<file path="src/rtl/rom_arbiter_if.sv">
// rom_arbiter_if: request/ack buses for ports A and B plus the shared ROM link
interface rom_arbiter_if #(
    parameter int ADDR_WIDTH = 11,
    parameter int DATA_WIDTH = 16
);
    logic                  a_req;
    logic [ADDR_WIDTH-1:0] a_addr;
    logic                  a_ack;
    logic [DATA_WIDTH-1:0] a_data;
    logic                  b_req;
    logic [ADDR_WIDTH-1:0] b_addr;
    logic                  b_ack;
    logic [DATA_WIDTH-1:0] b_data;
    logic [ADDR_WIDTH-1:0] rom_addr;
    logic [DATA_WIDTH-1:0] rom_data;
    logic                  busy;

    modport slave (
        input  a_req, a_addr, b_req, b_addr, rom_data,
        output a_ack, a_data, b_ack, b_data, rom_addr, busy
    );

    modport master (
        output a_req, a_addr, b_req, b_addr, rom_data,
        input  a_ack, a_data, b_ack, b_data, rom_addr, busy
    );
endinterface

</file>
<file path="src/rtl/rom_arbiter.sv">
// rom_arbiter: round-robin sharing of one synchronous ROM between fetch (A) and data (B) ports
module rom_arbiter #(
    parameter int ADDR_WIDTH  = 11,
    parameter int DATA_WIDTH  = 16,
    parameter int ROM_LATENCY = 1
) (
    input logic          clk,
    input logic          rst,
    rom_arbiter_if.slave bus
);
    typedef enum logic [1:0] {IDLE, WAIT, DONE} state_t;

    localparam logic [3:0] LAT = 4'(ROM_LATENCY);

    state_t                r_state;
    state_t                w_next;
    logic                  r_owner_b;
    logic                  r_last_b;
    logic [3:0]            r_lat_cnt;
    logic [ADDR_WIDTH-1:0] r_rom_addr;
    logic [DATA_WIDTH-1:0] r_a_data;
    logic [DATA_WIDTH-1:0] r_b_data;
    logic                  r_a_ack;
    logic                  r_b_ack;
    logic                  w_grant;
    logic                  w_win_b;
    logic                  w_fire;

    assign w_grant = (r_state == IDLE) && (bus.a_req || bus.b_req);
    assign w_win_b = bus.b_req && (!bus.a_req || !r_last_b);
    assign w_fire  = (r_state == WAIT) && (r_lat_cnt == 4'd0);

    // next state: grant out of IDLE, leave WAIT when the latency count is spent, DONE lasts one cycle
    always_comb begin
        w_next = (r_state == IDLE) ? (w_grant ? WAIT : IDLE) :
                 (r_state == WAIT) ? (w_fire ? DONE : WAIT) : IDLE;
    end

    // state register
    always_ff @(posedge clk or posedge rst) begin
        if (rst) r_state <= IDLE;
        else     r_state <= w_next;
    end

    // grant bookkeeping: latch winner, its address and the latency countdown
    always_ff @(posedge clk or posedge rst) begin
        if (rst) begin
            r_rom_addr <= '0;
            r_owner_b  <= 1'b0;
            r_last_b   <= 1'b1;
            r_lat_cnt  <= 4'd0;
        end else if (w_grant) begin
            r_rom_addr <= w_win_b ? bus.b_addr : bus.a_addr;
            r_owner_b  <= w_win_b;
            r_last_b   <= w_win_b;
            r_lat_cnt  <= LAT;
        end else if (r_state == WAIT && r_lat_cnt != 4'd0) begin
            r_lat_cnt  <= r_lat_cnt - 4'd1;
        end
    end

    // return path: only the owner's data register and ack change
    always_ff @(posedge clk or posedge rst) begin
        if (rst) begin
            r_a_data <= '0;
            r_b_data <= '0;
            r_a_ack  <= 1'b0;
            r_b_ack  <= 1'b0;
        end else begin
            r_a_ack <= w_fire && !r_owner_b;
            r_b_ack <= w_fire && r_owner_b;
            if (w_fire && !r_owner_b) r_a_data <= bus.rom_data;
            if (w_fire && r_owner_b)  r_b_data <= bus.rom_data;
        end
    end

    assign bus.rom_addr = r_rom_addr;
    assign bus.a_data   = r_a_data;
    assign bus.b_data   = r_b_data;
    assign bus.a_ack    = r_a_ack;
    assign bus.b_ack    = r_b_ack;
    assign bus.busy     = (r_state != IDLE);
endmodule
</file>
<file path="src/flat_wrapper.sv">
// flat-port wrapper written by rule: the top's interface ports become plain ports
module rom_arbiter_flat 
#(
    parameter int ADDR_WIDTH  = 11,
    parameter int DATA_WIDTH  = 16,
    parameter int ROM_LATENCY = 1
)
  (clk, rst, bus_a_req, bus_a_addr, bus_b_req, bus_b_addr, bus_rom_data, bus_a_ack, bus_a_data, bus_b_ack, bus_b_data, bus_rom_addr, bus_busy);
  rom_arbiter_if #(.ADDR_WIDTH(ADDR_WIDTH), .DATA_WIDTH(DATA_WIDTH)) bus_i ();
  input logic clk;
  input logic rst;
  input wire logic [$bits(bus_i.a_req)-1:0] bus_a_req;
  input wire logic [$bits(bus_i.a_addr)-1:0] bus_a_addr;
  input wire logic [$bits(bus_i.b_req)-1:0] bus_b_req;
  input wire logic [$bits(bus_i.b_addr)-1:0] bus_b_addr;
  input wire logic [$bits(bus_i.rom_data)-1:0] bus_rom_data;
  output wire logic [$bits(bus_i.a_ack)-1:0] bus_a_ack;
  output wire logic [$bits(bus_i.a_data)-1:0] bus_a_data;
  output wire logic [$bits(bus_i.b_ack)-1:0] bus_b_ack;
  output wire logic [$bits(bus_i.b_data)-1:0] bus_b_data;
  output wire logic [$bits(bus_i.rom_addr)-1:0] bus_rom_addr;
  output wire logic [$bits(bus_i.busy)-1:0] bus_busy;
  assign bus_i.a_req = bus_a_req;
  assign bus_i.a_addr = bus_a_addr;
  assign bus_i.b_req = bus_b_req;
  assign bus_i.b_addr = bus_b_addr;
  assign bus_i.rom_data = bus_rom_data;
  assign bus_a_ack = bus_i.a_ack;
  assign bus_a_data = bus_i.a_data;
  assign bus_b_ack = bus_i.b_ack;
  assign bus_b_data = bus_i.b_data;
  assign bus_rom_addr = bus_i.rom_addr;
  assign bus_busy = bus_i.busy;
  rom_arbiter #(.ADDR_WIDTH(ADDR_WIDTH), .DATA_WIDTH(DATA_WIDTH), .ROM_LATENCY(ROM_LATENCY)) u_core (.clk(clk), .rst(rst), .bus(bus_i));
endmodule
</file>
<file path="config.mk">
export PLATFORM = sky130hd
export DESIGN_NAME = rom_arbiter_flat
export DESIGN_NICKNAME = d
export VERILOG_FILES = /design/src/rtl/rom_arbiter_if.sv /design/src/rtl/rom_arbiter.sv /design/src/flat_wrapper.sv
export SDC_FILE = /design/constraint.sdc
export NUM_CORES = 1
export LEC_CHECK = 0
export ABC_CLOCK_PERIOD_IN_PS = 1600
export CAP_MARGIN = 20
export CORE_MARGIN = 1.5
export CORE_UTILIZATION = 39
export DETAILED_ROUTE_END_ITERATION = 7
export GPL_TIMING_DRIVEN = 0
export PLACE_DENSITY = 0.75
export SLEW_MARGIN = 15
export SYNTH_ARGS = -nofsm -noshare
export SYNTH_HDL_FRONTEND = slang
export SYNTH_SLANG_ARGS = --single-unit
</file>
<file path="constraint.sdc">
create_clock -name clk -period 1.6 [get_ports clk]
set_input_delay 0.24 -clock clk [delete_from_list [all_inputs] [get_ports clk]]
set_output_delay 0.24 -clock clk [all_outputs]
set_load 0.05 [all_outputs]
</file>
Yosys cells after proc, flatten, opt, wreduce, memory -nomap -nowiden
Cells that the tools add are included.
- flip-flop bits (word level): 53
- bits of input ports: 42
- output and inout port bits: 46
- logic and storage cells: 34
- add/sub/neg operators: 1
- equal/unequal tests: 1
- multiplexer cells: 7
- reductions and logical operators: 16
- operators with widths (kind ; number):
    2-to-1 mux 11 bit ; 1
    2-to-1 mux 4 bit ; 2
    logical AND 1 bit ; 6
    2-to-1 mux 2 bit ; 3
    zero test 4 bit ; 1
    nonzero test 2 bit ; 2
    nonzero test 4 bit ; 1
    subtractor 4 x 1 -> 4 bit, second input constant ; 1
    zero test 1 bit ; 3
    == test 2 x 1 -> 1 bit, second input constant ; 1
    zero test 2 bit ; 1
    logical OR 1 bit ; 2
    2-to-1 mux 1 bit ; 1

Longest topological paths before layout
- depth after elaboration: 5
- mapped depth: 6
- gate-level depth less buffers: 6

Worst setup path before layout
No wires, ideal clock.
- kind: flip-flop to flip-flop
- start point: register u_core.r_lat_cnt[0]
- end point: register u_core.r_a_data[0], in the netlist u_core.bus.a_data[0]
- library setup time: 0.125 ns
- data arrival time: 1.465 ns
- required time: 1.475 ns
- setup slack: 0.010 ns
- cell stages (with the launch flop): 7
- buffers on the path: 1
- clock period less this slack: 1.590 ns
- path through: dfrtp_1 > inv_1 > ha_1 > and4bb_2 > nand2_4 > buf_6 > mux2_4
- word-level cells in the longest chain between the ends: 3
- ends and longest elaborated chain (element ; line ; text):
    start: declaration ; rom_arbiter.sv:19 ; logic [3:0] r_lat_cnt;
    start signal: assignment ; rom_arbiter.sv:58 ; r_lat_cnt <= r_lat_cnt - 4'd1;
    zero test 4 bit ; rom_arbiter.sv:31 ; assign w_fire = (r_state == WAIT) && (r_lat_cnt == 4'd0);
    logical AND 1 bit ; rom_arbiter.sv:31 ;
    logical AND 1 bit ; rom_arbiter.sv:72 ; if (w_fire && !r_owner_b) r_a_data <= bus.rom_data;
    end signal: assignment ; rom_arbiter.sv:72 ;
    end: declaration ; rom_arbiter.sv:21 ; logic [DATA_WIDTH-1:0] r_a_data;
No other way between the ends.
A chain may end at the register's enable or synchronous reset.

Worst setup path after layout
- start point: register u_core.r_lat_cnt[0]
- end point: register u_core.r_b_data[6], in the netlist u_core.bus.b_data[6]
- word-level cells in the longest chain between the ends: 3
- ends and longest elaborated chain (element ; line ; text):
    zero test 4 bit ; rom_arbiter.sv:31 ;
    logical AND 1 bit ; rom_arbiter.sv:31 ;
    logical AND 1 bit ; rom_arbiter.sv:73 ; if (w_fire && r_owner_b) r_b_data <= bus.rom_data;
    end signal: assignment ; rom_arbiter.sv:73 ;
    end: declaration ; rom_arbiter.sv:22 ; logic [DATA_WIDTH-1:0] r_b_data;
No other way between the ends.

==> flow_summary.ini <==
[placed_design]
dpl.cell_count = 337
gp_congestion = 0.704
numPortBuffers = 87
dp_hpwl_mm = 3.69

[timing]
hold_ws_ns = 0.230
final_hold_viol_count = 0
drv_slew = 0
rsz0062_at_grt = true
finalCritPeriodShare = 1.04
fin_worst_skew_ns = 0.0100
maxSlewHeadroom = 0.646
period_needed_ns = 1.66
setup_slack_ns = -0.0573
setup-violations-final = 31
max_slew.worst_pin.slew_ns = 0.534
fmax_mhz = 603

[outcome]
run_status = complete, but fails checks
violations = negative setup slack

[power]
power_density_nw_per_um2 = 2390
vdd_ir_drop_max_v = 0.00121
p_leak_nw = 1.71
p_int_w = 0.00445
switchingPower_w = 0.00403
power.share.clock = 0.106
p_comb_frac = 0.610
power_w = 0.00849
sw_frac_of_total = 0.475
p_seq_frac = 0.285

[routing]
dr.pass1.iters = 4
drtIter0Drc = 42
postRouteWirelength_mm = 5.43
via_count = 1719
viasPerCell = 4.86
wl_per_cell_um = 15.3
post-route-drc-count = 0
ant_nets = 0

[clock_network]
cts-htree-levels = 2
clkTransAtPathRegs_ns = 0.10
hold_buffers = 0
numCtsBuffers = 5
insertion_delay_ns = 0.30
clockRootBuffer = clkbuf_8
clockBufferDepth = 2
cts_tree = done
clkSinkCount = 53

[floorplan]
start_util = 0.412
die_h_um = 80.0
die_w_um = 80.0
io_pins = 88
core_area_um2 = 5610
die-area_um2 = 6400
row_count = 27

[global_routing]
overflow = 0
antenna_found_initial = 0
track_usage = 0.186
grt_pass1_vias = 1794
grt_pass1_wl_mm = 8.98
grt_max_degree = 38

[critical_path]
r2r_end = u_core.bus.b_data[6]$_DFFE_PP0P_
r2r_cells = 6
cp_slowest_stage_delay_ns = 0.43
cp.required_ns = 1.79
worstPathMaxFanout = 5
crit_path_start = u_core.r_lat_cnt[0]$_DFFE_PP0P_
worstSetupEndpointType = flop
path_cells = inv_2 > ha_4 > and4bb_2 > nand2_4 > buf_12 > mux2_4
slowest_stage = dfrtp_1
r2r-start = u_core.r_lat_cnt[0]$_DFFE_PP0P_
path_class = reg2reg
reg2reg_slack_ns = -0.06
critPathTopFamily = flip-flops
worstPathArrival_ns = 1.84
cp_num_buf_inv = 2
startpoint_type = flop

[job]
maxCapViolCount = 0

[yosys]
synthArstFlopShare = 1.00
syn_inst = 177
syn_avg_cell_area_um2 = 13.1
synth_seq_cells = 53
synthFlopType = dfrtp_1
ys_types = 32
synth_area_um2 = 2310
ys_seq_area_frac = 0.574
synth_nets = 221
synth_edf_count = 0
yosys_warnings = 0

[layout]
diodes = 0
final_cell_count_no_fill = 354
drive_gt1_frac = 0.259
filler_cell_count = 496
seq_area_um2 = 1330
syn_to_final_growth_pct = 53.9
multi_input_area_um2 = 953
nNetsFinal = 325

[worst_hold_path]
hold_path_class = in2async
-- metrics by stage --
stage	TNS, ns	utilization	cell area (um2)	worst slack [ns]
2_1_floorplan	0	-	2310	0.00981
3_3_place_gp	-52.94	0.583	3270	-0.923
3_5_place_dp	-5.49	0.587	3290	-0.541
4_1_cts	-0.464	0.629	3530	-0.0361
5_1_grt	-2.45	0.634	3560	-0.103
6_report	-0.878	0.634	3560	-0.0573
-- cells by family after synthesis --
logic type | count (synthesis) | share of synthesized area
compound gates | 31 | 0.0818
fa+ha+maj | 2 | 0.0108
buf+inv | 16 | 0.0401
flops | 53 | 0.574
mux | 36 | 0.208
simple gates | 39 | 0.0845
-- cell usage after synthesis, types with 3 or more instances --
master | n | area [um2]
a31oi_1 | 11 | 68.8
a21oi_1 | 13 | 65.1
mux2_4 | 21 | 315
clkbuf_1 | 3 | 11.3
nand2_1 | 22 | 82.6
dfrtp_1 | 52 | 1300
inv_1 | 6 | 22.5
mux2_2 | 13 | 146
buf_6 | 4 | 45.0
nand2b_1 | 3 | 18.8
-- metal layers --
layer | routed length [um] | track usage | vias to the layer above
met5 | 0 | 0 | -
met3 | 428 | 0.0594 | 6
met2 | 2610 | 0.316 | 78
li1 | - | - | 817
met1 | 2330 | 0.225 | 818
met4 | 64 | 0.0517 | 0
-- sequential cells by signal, summed over array words and instances (netlist names) --
| name | count |
|---|---|
| u_core.bus.rom_addr | 11 |
| u_core.r_owner_b | 1 |
| u_core.r_lat_cnt | 4 |
| u_core.bus.a_ack | 1 |
| u_core.bus.a_data | 16 |
| u_core.bus.b_data | 16 |
| u_core.bus.b_ack | 1 |
| u_core.r_last_b | 1 |
| u_core.r_state | 2 |
-- power by group through the flow --
stage,clock [W],sequential [W],combinational (W)
floorplan,0,0.00437,0.00158
global placement,0,0.00240,0.00509
detailed placement,0,0.00243,0.00515
CTS,0.000920,0.00241,0.00510
global route,0.000974,0.00250,0.00546
finish,0.000896,0.00242,0.00518
-- worst max-delay path by stage --
stage / endpoint / depth (start not counted)
finish: u_core.bus.b_data[6]$_DFFE_PP0P_ / 6
global route: u_core.bus.b_data[2]$_DFFE_PP0P_ / 6
CTS: u_core.bus.b_data[3]$_DFFE_PP0P_ / 6
detailed placement: bus_busy / 4
global placement: u_core.bus.rom_addr[8]$_DFFE_PP0P_ / 2
floorplan: u_core.bus.a_data[0]$_DFFE_PP0P_ / 6
-- final cells by class --
cell class | count | share of cell area
plain buffers | 9 | 0.0267
clock buffers | 6 | 0.0204
clock inverters | 2 | 0.0109
inverters | 7 | 0.00879
multi-input cells | 108 | 0.268
flip-flops and latches | 53 | 0.374
well taps | 72 | 0.0253
repair buffers | 97 | 0.266
-- timing repair --
action                                 CTS  global route
setup endpoints to repair               73            33
pin swaps                                2             2
resized for setup                       78             6
buffers inserted                         5             2
endpoints found under the hold margin    0             0
cloned                                   2             0
-- cells in the final DEF (no fill, tap or decap), drive strengths merged --
cell type / n
dfrtp: 52
dlygate4sd2: 45
clkdlybuf4s50: 41
mux2: 34
nand2: 24
buf: 18
a21oi: 13
a31oi: 11
clkbuf: 8
inv: 7
nand2b: 3
and2: 2
o21bai: 2
nor2b: 2
mux2i: 2
nor2: 2
ha: 2
a21boi: 1
or2: 1
or3: 1
nor4: 1
a221o: 1
a21bo: 1
and4bb: 1
a21o: 1
or4: 1
o21ai: 1
nor3: 1
clkinv: 1
bufinv: 1
dfstp: 1
(Power assumes the default switching activity.)
